--- config.mk ---
export PLATFORM = sky130hd
export DESIGN_NAME = bus_arb_rr4
export DESIGN_NICKNAME = d
export VERILOG_FILES = /design/src/rtl/bus_arb_pkg.sv /design/src/rtl/bus_arb_rr4_rr_pick.sv /design/src/rtl/bus_arb_rr4.sv
export SDC_FILE = /design/constraint.sdc
export NUM_CORES = 1
export LEC_CHECK = 0
export ABC_CLOCK_PERIOD_IN_PS = 1500
export BUFFER_PORTS_ARGS = -buffer_cell sky130_fd_sc_hd__buf_2
export CAP_MARGIN = 5
export CORE_ASPECT_RATIO = 0.9
export CORE_MARGIN = 4
export CORE_UTILIZATION = 25
export DETAILED_ROUTE_END_ITERATION = 12
export GPL_ROUTABILITY_DRIVEN = 0
export GPL_TIMING_DRIVEN = 0
export PLACE_DENSITY_LB_ADDON = 0.1
export SKIP_LAST_GASP = 1
export SYNTH_ARGS = -nofsm -noshare
export SYNTH_HDL_FRONTEND = slang
export SYNTH_SLANG_ARGS = --single-unit
--- constraint.sdc ---
create_clock -name clk_i -period 1.5 [get_ports clk_i]
set_input_delay 0.075 -clock clk_i [delete_from_list [all_inputs] [get_ports clk_i]]
set_output_delay 0.075 -clock clk_i [all_outputs]
set_load 0.01 [all_outputs]
--- src/rtl/bus_arb_pkg.sv ---
// Shared types and constants for the 4-way round-robin bus arbiter.
package bus_arb_pkg;

    localparam int NREQ  = 4;  // number of requesters
    localparam int IDX_W = 2;  // width of a requester index
    localparam int TA_W  = 3;  // turnaround counter width (TA_CYCLES up to 7)

    typedef enum logic [1:0] {
        IDLE  = 2'd0,
        GRANT = 2'd1,
        TURN  = 2'd2
    } state_e;

endpackage

--- src/rtl/bus_arb_rr4_rr_pick.sv ---
// Rotating priority encoder: returns the first requester at or after ptr_i
// (wrapping modulo NREQ) whose request bit is set.
module rr_pick
    import bus_arb_pkg::*;
(
    input  logic [NREQ-1:0]  req_i,
    input  logic [IDX_W-1:0] ptr_i,
    output logic             found_o,
    output logic [IDX_W-1:0] idx_o
);

    logic [IDX_W-1:0] cand;

    // Scan from the farthest offset down so the nearest set bit to ptr_i wins.
    always_comb begin
        found_o = 1'b0;
        idx_o   = ptr_i;
        cand    = '0;
        for (int k = NREQ - 1; k >= 0; k--) begin
            cand = ptr_i + IDX_W'(k);
            if (req_i[cand]) begin
                found_o = 1'b1;
                idx_o   = cand;
            end
        end
    end

endmodule

--- src/rtl/bus_arb_rr4.sv ---
// Round-robin arbiter for a shared 4:1 mux / tristate bus.
// One owner at a time, no preemption, and a TA_CYCLES turnaround gap with all
// output enables low between owners. All outputs are registered; oe equals gnt.
// Optional feature: define TIMEOUT_EN to force release of an owner that has
// held the bus for MAX_HOLD consecutive cycles (one-cycle timeout pulse).
// Handshake: req_i is a level; a requester keeps it high for as long as it
// wants the bus and sees ownership through gnt_o/oe_o. Dropping req_i while
// owning releases the bus; the grant drops on the following cycle.
module bus_arb_rr4
    import bus_arb_pkg::*;
#(
    parameter int TA_CYCLES = 1,
    parameter int MAX_HOLD  = 16
) (
    input  logic       clk_i,
    input  logic       rst_i,
    input  logic [3:0] req_i,
    output logic [3:0] gnt_o,
    output logic [1:0] sel_o,
    output logic [3:0] oe_o,
    output logic       busy_o,
    output logic       timeout_o,
    output logic [1:0] state_o
);

    if (TA_CYCLES < 1 || TA_CYCLES > 7 || MAX_HOLD < 2) begin : g_bad_param
        $error("bus_arb_rr4: TA_CYCLES must be 1..7 and MAX_HOLD >= 2");
    end

    state_e           state_q, state_d;
    logic [IDX_W-1:0] ptr_q, ptr_d;
    logic [IDX_W-1:0] sel_q, sel_d;
    logic [NREQ-1:0]  gnt_q, gnt_d;
    logic             busy_q, busy_d;
    logic             to_q, to_d;
    logic [TA_W-1:0]  ta_q, ta_d;

    logic             pick_found;
    logic [IDX_W-1:0] pick_idx;
    logic             owner_req;
    logic             hold_expire;

    rr_pick u_pick (
        .req_i   (req_i),
        .ptr_i   (ptr_q),
        .found_o (pick_found),
        .idx_o   (pick_idx)
    );

    // While in GRANT, sel_q is the current owner.
    assign owner_req = req_i[sel_q];

`ifdef TIMEOUT_EN
    localparam int HOLD_W = $clog2(MAX_HOLD);

    logic [HOLD_W-1:0] hold_q, hold_d;

    // Count GRANT cycles; the counter sits at zero outside GRANT so every new grant starts fresh.
    always_comb begin
        hold_d = '0;
        if (state_q == GRANT) begin
            hold_d = hold_q + 1'b1;
        end
    end

    // Hold counter register.
    always_ff @(posedge clk_i) begin
        if (rst_i) begin
            hold_q <= '0;
        end else begin
            hold_q <= hold_d;
        end
    end

    assign hold_expire = (hold_q == HOLD_W'(MAX_HOLD - 1));
`else
    assign hold_expire = 1'b0;
`endif

    // Next-state logic: arbitrate from IDLE or the last turnaround cycle, release on drop or expiry.
    always_comb begin
        state_d = state_q;
        case (state_q)
            IDLE: begin
                if (pick_found) state_d = GRANT;
            end
            GRANT: begin
                if (!owner_req || hold_expire) state_d = TURN;
            end
            TURN: begin
                if (ta_q == TA_W'(TA_CYCLES - 1)) begin
                    state_d = pick_found ? GRANT : IDLE;
                end
            end
            default: state_d = IDLE;
        endcase
    end

    // Output and datapath next values; the pointer moves only when an owner releases.
    always_comb begin
        gnt_d  = '0;
        sel_d  = sel_q;
        ptr_d  = ptr_q;
        ta_d   = '0;
        to_d   = 1'b0;
        busy_d = (state_d != IDLE);
        if (state_q == TURN) begin
            ta_d = ta_q + 1'b1;
        end
        if (state_d == GRANT) begin
            if (state_q == GRANT) begin
                gnt_d = gnt_q;
            end else begin
                gnt_d = NREQ'(1) << pick_idx;
                sel_d = pick_idx;
            end
        end
        if (state_q == GRANT && state_d == TURN) begin
            ptr_d = sel_q + IDX_W'(1);
            to_d  = owner_req & hold_expire;
        end
    end

    // State and output registers.
    always_ff @(posedge clk_i) begin
        if (rst_i) begin
            state_q <= IDLE;
            ptr_q   <= '0;
            sel_q   <= '0;
            gnt_q   <= '0;
            busy_q  <= 1'b0;
            to_q    <= 1'b0;
            ta_q    <= '0;
        end else begin
            state_q <= state_d;
            ptr_q   <= ptr_d;
            sel_q   <= sel_d;
            gnt_q   <= gnt_d;
            busy_q  <= busy_d;
            to_q    <= to_d;
            ta_q    <= ta_d;
        end
    end

    assign gnt_o     = gnt_q;
    assign oe_o      = gnt_q;
    assign sel_o     = sel_q;
    assign busy_o    = busy_q;
    assign timeout_o = to_q;
    assign state_o   = state_q;

endmodule
# After elaboration in Yosys (flattened, before gate mapping)
# Cells that the tools add are included.
[totals]
regBits = 14
latchBits = 0
mem_bits_rw = 0
rom_bits = 0
input_bits = 6
output_inout_bits = 14
wordCells = 54
mem_count = 0
[op_classes]
n_addsub = 5
mul = 0
n_div = 0
magnitude_cmp = 5
eq_ne = 4
shift = 1
mux = 23
n_bitwise = 3
reduce_logical = 7
[ops]
columns = ["op", "count"]
rows = [
  ["$lt A2 B3 Y1 const B", 5],
  ["$mux W2", 7],
  ["$bmux W1 S2", 5],
  ["$mux W1", 10],
  ["$pmux W2 S3", 1],
  ["$add A2 B1 Y2 const B", 2],
  ["$add A2 B2 Y2 const B", 2],
  ["$eq A2 B1 Y1 const B", 2],
  ["$eq A2 B2 Y1 const B", 2],
  ["$reduce_or A2 Y1", 2],
  ["$shl A1 B2 Y4 const A", 1],
  ["$add A3 B1 Y3 const B", 1],
  ["$logic_not A3 Y1", 1],
  ["$not A1 Y1", 3],
  ["$logic_not A2 Y1", 1],
  ["$reduce_and A2 Y1", 1],
  ["$reduce_bool A2 Y1", 1],
  ["$logic_and A1 B1 Y1", 1],
]

# Longest topological paths before layout
[logic_depth]
depth_word = 13
ltp_mapped = 7

# Hierarchy
# From an unflattened synthesis, not the netlist that was laid out.
[unflattened]
hier_cells = 78
hier_area_um2 = 710.7
[modules_own_cells]
columns = ["module", "instances", "cells_each", "area_per_inst_um2", "seq_area_each_um2"]
rows = [
  ["bus_arb_rr4", 1, 62, 610.6, 280.3],
  ["rr_pick", 1, 16, 100.1, 0.0],
]

# Least setup slack after synthesis
# OpenSTA, ideal clock, no wires.
[synth_timing]
path_type = "register to register"
from = "reg sel_q[0] (netlist: sel_o[0])"
to = "reg gnt_q[3] (netlist: gnt_o[3])"
arrival_time_ps = 1458
t_required_ps = 1369
slack_ps = -89
path_stages_with_launch = 6
path_buffers = 0
path_cell_list = "dfxtp_1 > mux4_1 > nand2_1 > inv_1 > o21bai_2 > nor4_1"
[synth_via]
elab_chain_len = 7
[synth_lines]
columns = ["element", "line", "source"]
rows = [
  ["start: declaration", "bus_arb_rr4.sv:32", "logic [IDX_W-1:0] sel_q, sel_d;"],
  ["start signal: assignment", "bus_arb_rr4.sv:137", "sel_q <= sel_d;"],
  ["$bmux W1 S2", "bus_arb_rr4.sv:51", "assign owner_req = req_i[sel_q];"],
  ["$mux W1 (implied by the code)", "bus_arb_rr4.sv:51", ""],
  ["$mux W2", "bus_arb_rr4.sv:88", "if (!owner_req || hold_expire) state_d = TURN;"],
  ["$pmux W2 S3", "bus_arb_rr4.sv:83", "case (state_q)"],
  ["$eq A2 B1 Y1", "bus_arb_rr4.sv:110", "if (state_d == GRANT) begin"],
  ["$not A1 Y1 (no line)", "-", ""],
  ["$reduce_or A2 Y1 (no line)", "-", ""],
  ["end signal: assignment", "bus_arb_rr4.sv:138", "gnt_q <= gnt_d;"],
  ["end: declaration", "bus_arb_rr4.sv:33", "logic [NREQ-1:0] gnt_q, gnt_d;"],
]
# Every way passes these cells. The select of a mux whose other input is x is not followed.
# A chain may end at the register's enable or synchronous reset.

# Worst setup path after layout
[layout_timing]
from = "reg sel_q[0] (netlist: sel_o[0])"
to = "reg ptr_q[0]"
[layout_via]
elab_chain_len = 6
word_cells_on_any_way = 7
cone_classes = "add/sub (1); eq/ne (1); mux (4); reduce/logical (1)"
[layout_lines]
columns = ["element", "line", "source"]
rows = [
  ["$bmux W1 S2", "bus_arb_rr4.sv:51", ""],
  ["$mux W1 (implied by the code)", "bus_arb_rr4.sv:51", ""],
  ["$mux W2", "bus_arb_rr4.sv:88", ""],
  ["$pmux W2 S3", "bus_arb_rr4.sv:83", ""],
  ["$eq A2 B2 Y1", "bus_arb_rr4.sv:118", "if (state_q == GRANT && state_d == TURN) begin"],
  ["$logic_and A1 B1 Y1", "bus_arb_rr4.sv:118", ""],
  ["end signal: assignment", "bus_arb_rr4.sv:136", "ptr_q <= ptr_d;"],
  ["end: declaration", "bus_arb_rr4.sv:31", "logic [IDX_W-1:0] ptr_q, ptr_d;"],
]
# Parallel ways exist; a longest one is shown, timed or not. The select of a mux whose other input is x is not followed.

==> impl_metrics.py <==
metrics = {
    "outcome": {
        "status": "complete, no violations",
    },
    "sta": {
        "fin_worst_skew_ns": 0.00309,
        "max_freq_mhz": 668,
        "fin_crit_sh_pct": 99.8,
        "setup_slack_ns": 0.00322,
        "max_slew.worst_pin.slew_ns": 0.644,
        "setup_tns_ns": 0,
        "grt_setup_unrepaired": "yes",
        "fin_hold_ws_ns": 0.0505,
        "hold_viol_final": 0,
        "setup_viol": 0,
        "maxSlewHeadroom_pct": 56.7,
        "slew_violations": 0,
        "period_minus_slack_ns": 1.50,
    },
    "power_and_ir_drop": {
        "power.density_nw_per_um2": 969,
        "p_seq_share_pct": 44.2,
        "vdd_ir_drop_max_uv": 564,
        "sw_frac_of_total_pct": 29.9,
        "leakage_nw": 0.458,
        "power_frac_clock_pct": 27.0,
        "p_sw_uw": 296,
        "combPwrFrac_pct": 28.8,
        "p_int_uw": 693,
    },
    "worst_setup_path": {
        "critPathLaunchType": "flop",
        "cp_data_required_time_ns": 1.71,
        "setup.worst_path.class": "reg -> reg",
        "crit_path_end_kind": "flop",
        "arrival_ns": 1.71,
        "worst-path-max-fanout": 4,
    },
    "detailed_routing": {
        "top_layer": "met4",
        "drc": 0,
        "wl_um": 1540,
        "ant_nets": 0,
        "drt-initial-drc-count": 16,
        "dr.pass1.iters": 4,
        "wl_met1_um": 709,
        "vias": 632,
        "wl_met2_um": 703,
        "wl_per_cell_um": 10.4,
        "wl_met3_um": 100,
        "vias_per_cell": 4.27,
    },
    "logic_synthesis": {
        "synthCells": 82,
        "syn_nets": 90,
        "syn_area_per_cell_um2": 9.03,
        "ys_ff_latch": 14,
        "yosysUniqueCellTypes": 32,
        "yosysSeqAreaShare_pct": 37.8,
        "synth-warning-count": 0,
        "syn-cell-area_um2": 741,
    },
    "clock_network": {
        "clk_pin_slew_ns": 0.08,
        "cts_tree": "yes",
        "cts_hold_buf": 0,
        "htreeDepth": 1,
        "clkSinkCount": 14,
        "cts_buffers": 3,
        "cts_buffer_depth": 2,
        "root_buffer": "clkbuf_4",
        "clk_latency_ns": 0.28,
    },
    "final_layout": {
        "num_antenna_cells": 0,
        "drive_gt1_share_pct": 54.6,
        "finalNetCount": 117,
        "syn_to_final_growth_pct": 37.8,
        "final_cell_count_no_fill": 148,
        "fillers": 326,
        "post-route-util_pct": 36.6,
    },
    "floorplan": {
        "die_area_um2": 3900,
        "initial_core_util_pct": 26.5,
        "num_rows": 18,
        "core_region_area_um2": 2790,
        "io_pins": 20,
        "die_w_um": 65.4,
        "die_h_um": 59.6,
    },
    "placement": {
        "placedCellCount": 140,
        "portBuffers": 18,
        "hpwl_um": 1140,
        "dp_slack_ns": -0.256,
    },
    "global_route": {
        "grt_pass1_vias": 577,
        "grt_pass1_wl_um": 2590,
        "groute.usage.overall_pct": 8.87,
        "grt_max_degree": 9,
        "antenna_found_initial": 0,
        "gr-total-overflow": 0,
    },
    "job": {
        "max_cap_viol_count": 0,
    },
    "hold_path": {
        "hold_path.class": "in -> reg",
    },
}
synthesized netlist by cell type:
library cell,number,area share [%]
a21oi_1,4,2.7
or3b_2,1,1.2
nor4_1,2,1.7
nor2b_2,1,1.2
nor2_1,17,8.6
o21ai_0,4,2.7
nor3b_2,1,1.7
and3b_1,1,1.2
a2111oi_4,1,3.7
mux4_1,1,3.5
or4_4,1,1.5
a311oi_1,1,1.2
nand2b_1,1,0.85
or3_1,1,0.85
nor2b_1,2,1.7
a211o_2,1,1.4
or2b_1,1,1.0
nand2_1,2,1.0
xnor2_1,2,2.4
mux2i_1,1,1.4
a22oi_1,1,1.0
and3_4,1,1.5
nor3_1,1,0.68
dfxtp_1,14,38
buf_4,5,5.1
and2b_2,1,1.2
inv_1,7,3.5
conb_1,1,0.51
ha_1,2,3.4
o21bai_2,1,1.5
a211oi_1,1,1.0
o211a_1,1,1.4
kinds of logic after synthesis:
logic type	share of synthesized area, %
DFF	37.8
and+or+nand+nor	25.8
other	0.506
adders and majority gates	3.38
xor gates and xnor gates	2.37
AOI/OAI and AO/OA	16.6
muxes	4.90
buffers and inverters	8.62
per-stage QoR:
step	power, mW	area (um2)
final	0.989	1020
after global routing	1.07	1020
after CTS	0.979	951
after detailed placement	0.685	890
after global placement	0.685	890
after floorplan	0.608	749
registers in the layout, indices dropped and copies added (netlist names):
| name | cells |
|---|---|
| sel_o | 2 |
| state_o | 2 |
| ta_q | 3 |
| gnt_o | 4 |
| busy_o | 1 |
| ptr_q | 2 |
metal layers:
layer	vias to the layer above	GRT usage [%]
met4	0	3.55
met5	-	0
met1	286	11.2
met2	16	13.3
met3	2	3.80
li1	328	-
what timing repair did:
action,CTS,global route
setup endpoints to repair,9,9
pin swaps,0,5
buffers inserted,1,3
gates resized for setup,9,17
worst max-delay path, stage by stage, from the launching register on:
cell,delay (ns)
dfxtp_4,0.36
mux4_2,0.57
or3_1,0.38
a21oi_2,0.11
placed cells by master, fill, tap and decap left out, types with 2 or more instances in the layout:
master,n
buf_2,18
nor2_1,15
dfxtp_1,9
buf_4,8
inv_2,4
inv_1,3
o21ai_0,3
a21oi_1,3
clkbuf_4,3
dfxtp_2,3
nor4_1,2
nor2b_2,2
nor2_4,2
xnor2_1,2
dfxtp_4,2
area by class of cell:
cell class	count	area (um2)	share of cell area (%)
Sequential cell	14	292	28.6
Multi-Input combinational cell	56	455	44.6
Tap cell	40	50.0	4.90
Inverter	7	26.3	2.57
Timing Repair Buffer	22	124	12.1
Clock buffer	4	36.3	3.55
Buffer	5	37.5	3.68
power groups by stage:
stage | clock, mW | sequential (mW) | combinational, mW
2_1_floorplan | 0 | 0.449 | 0.159
3_3_place_gp | 0 | 0.444 | 0.241
3_5_place_dp | 0 | 0.444 | 0.241
4_1_cts | 0.286 | 0.439 | 0.254
5_1_grt | 0.310 | 0.445 | 0.315
6_report | 0.267 | 0.437 | 0.285
worst paths after layout:
kind | from | endpoint | slack [ns] | depth (start not counted)
max reg2reg | sel_o[0]$_SDFFE_PP0P_ | ptr_q[0]$_SDFFE_PP0P_ | 0.003 | 3
min | rst_i | ptr_q[0]$_SDFFE_PP0P_ | 0.05 | 2
max | sel_o[0]$_SDFFE_PP0P_ | ptr_q[0]$_SDFFE_PP0P_ | 0.003 | 3
min reg2reg | ta_q[0]$_SDFF_PP0_ | ta_q[0]$_SDFF_PP0_ | 0.43 | 1
No activity file was read; power rests on OpenSTA's default activity.
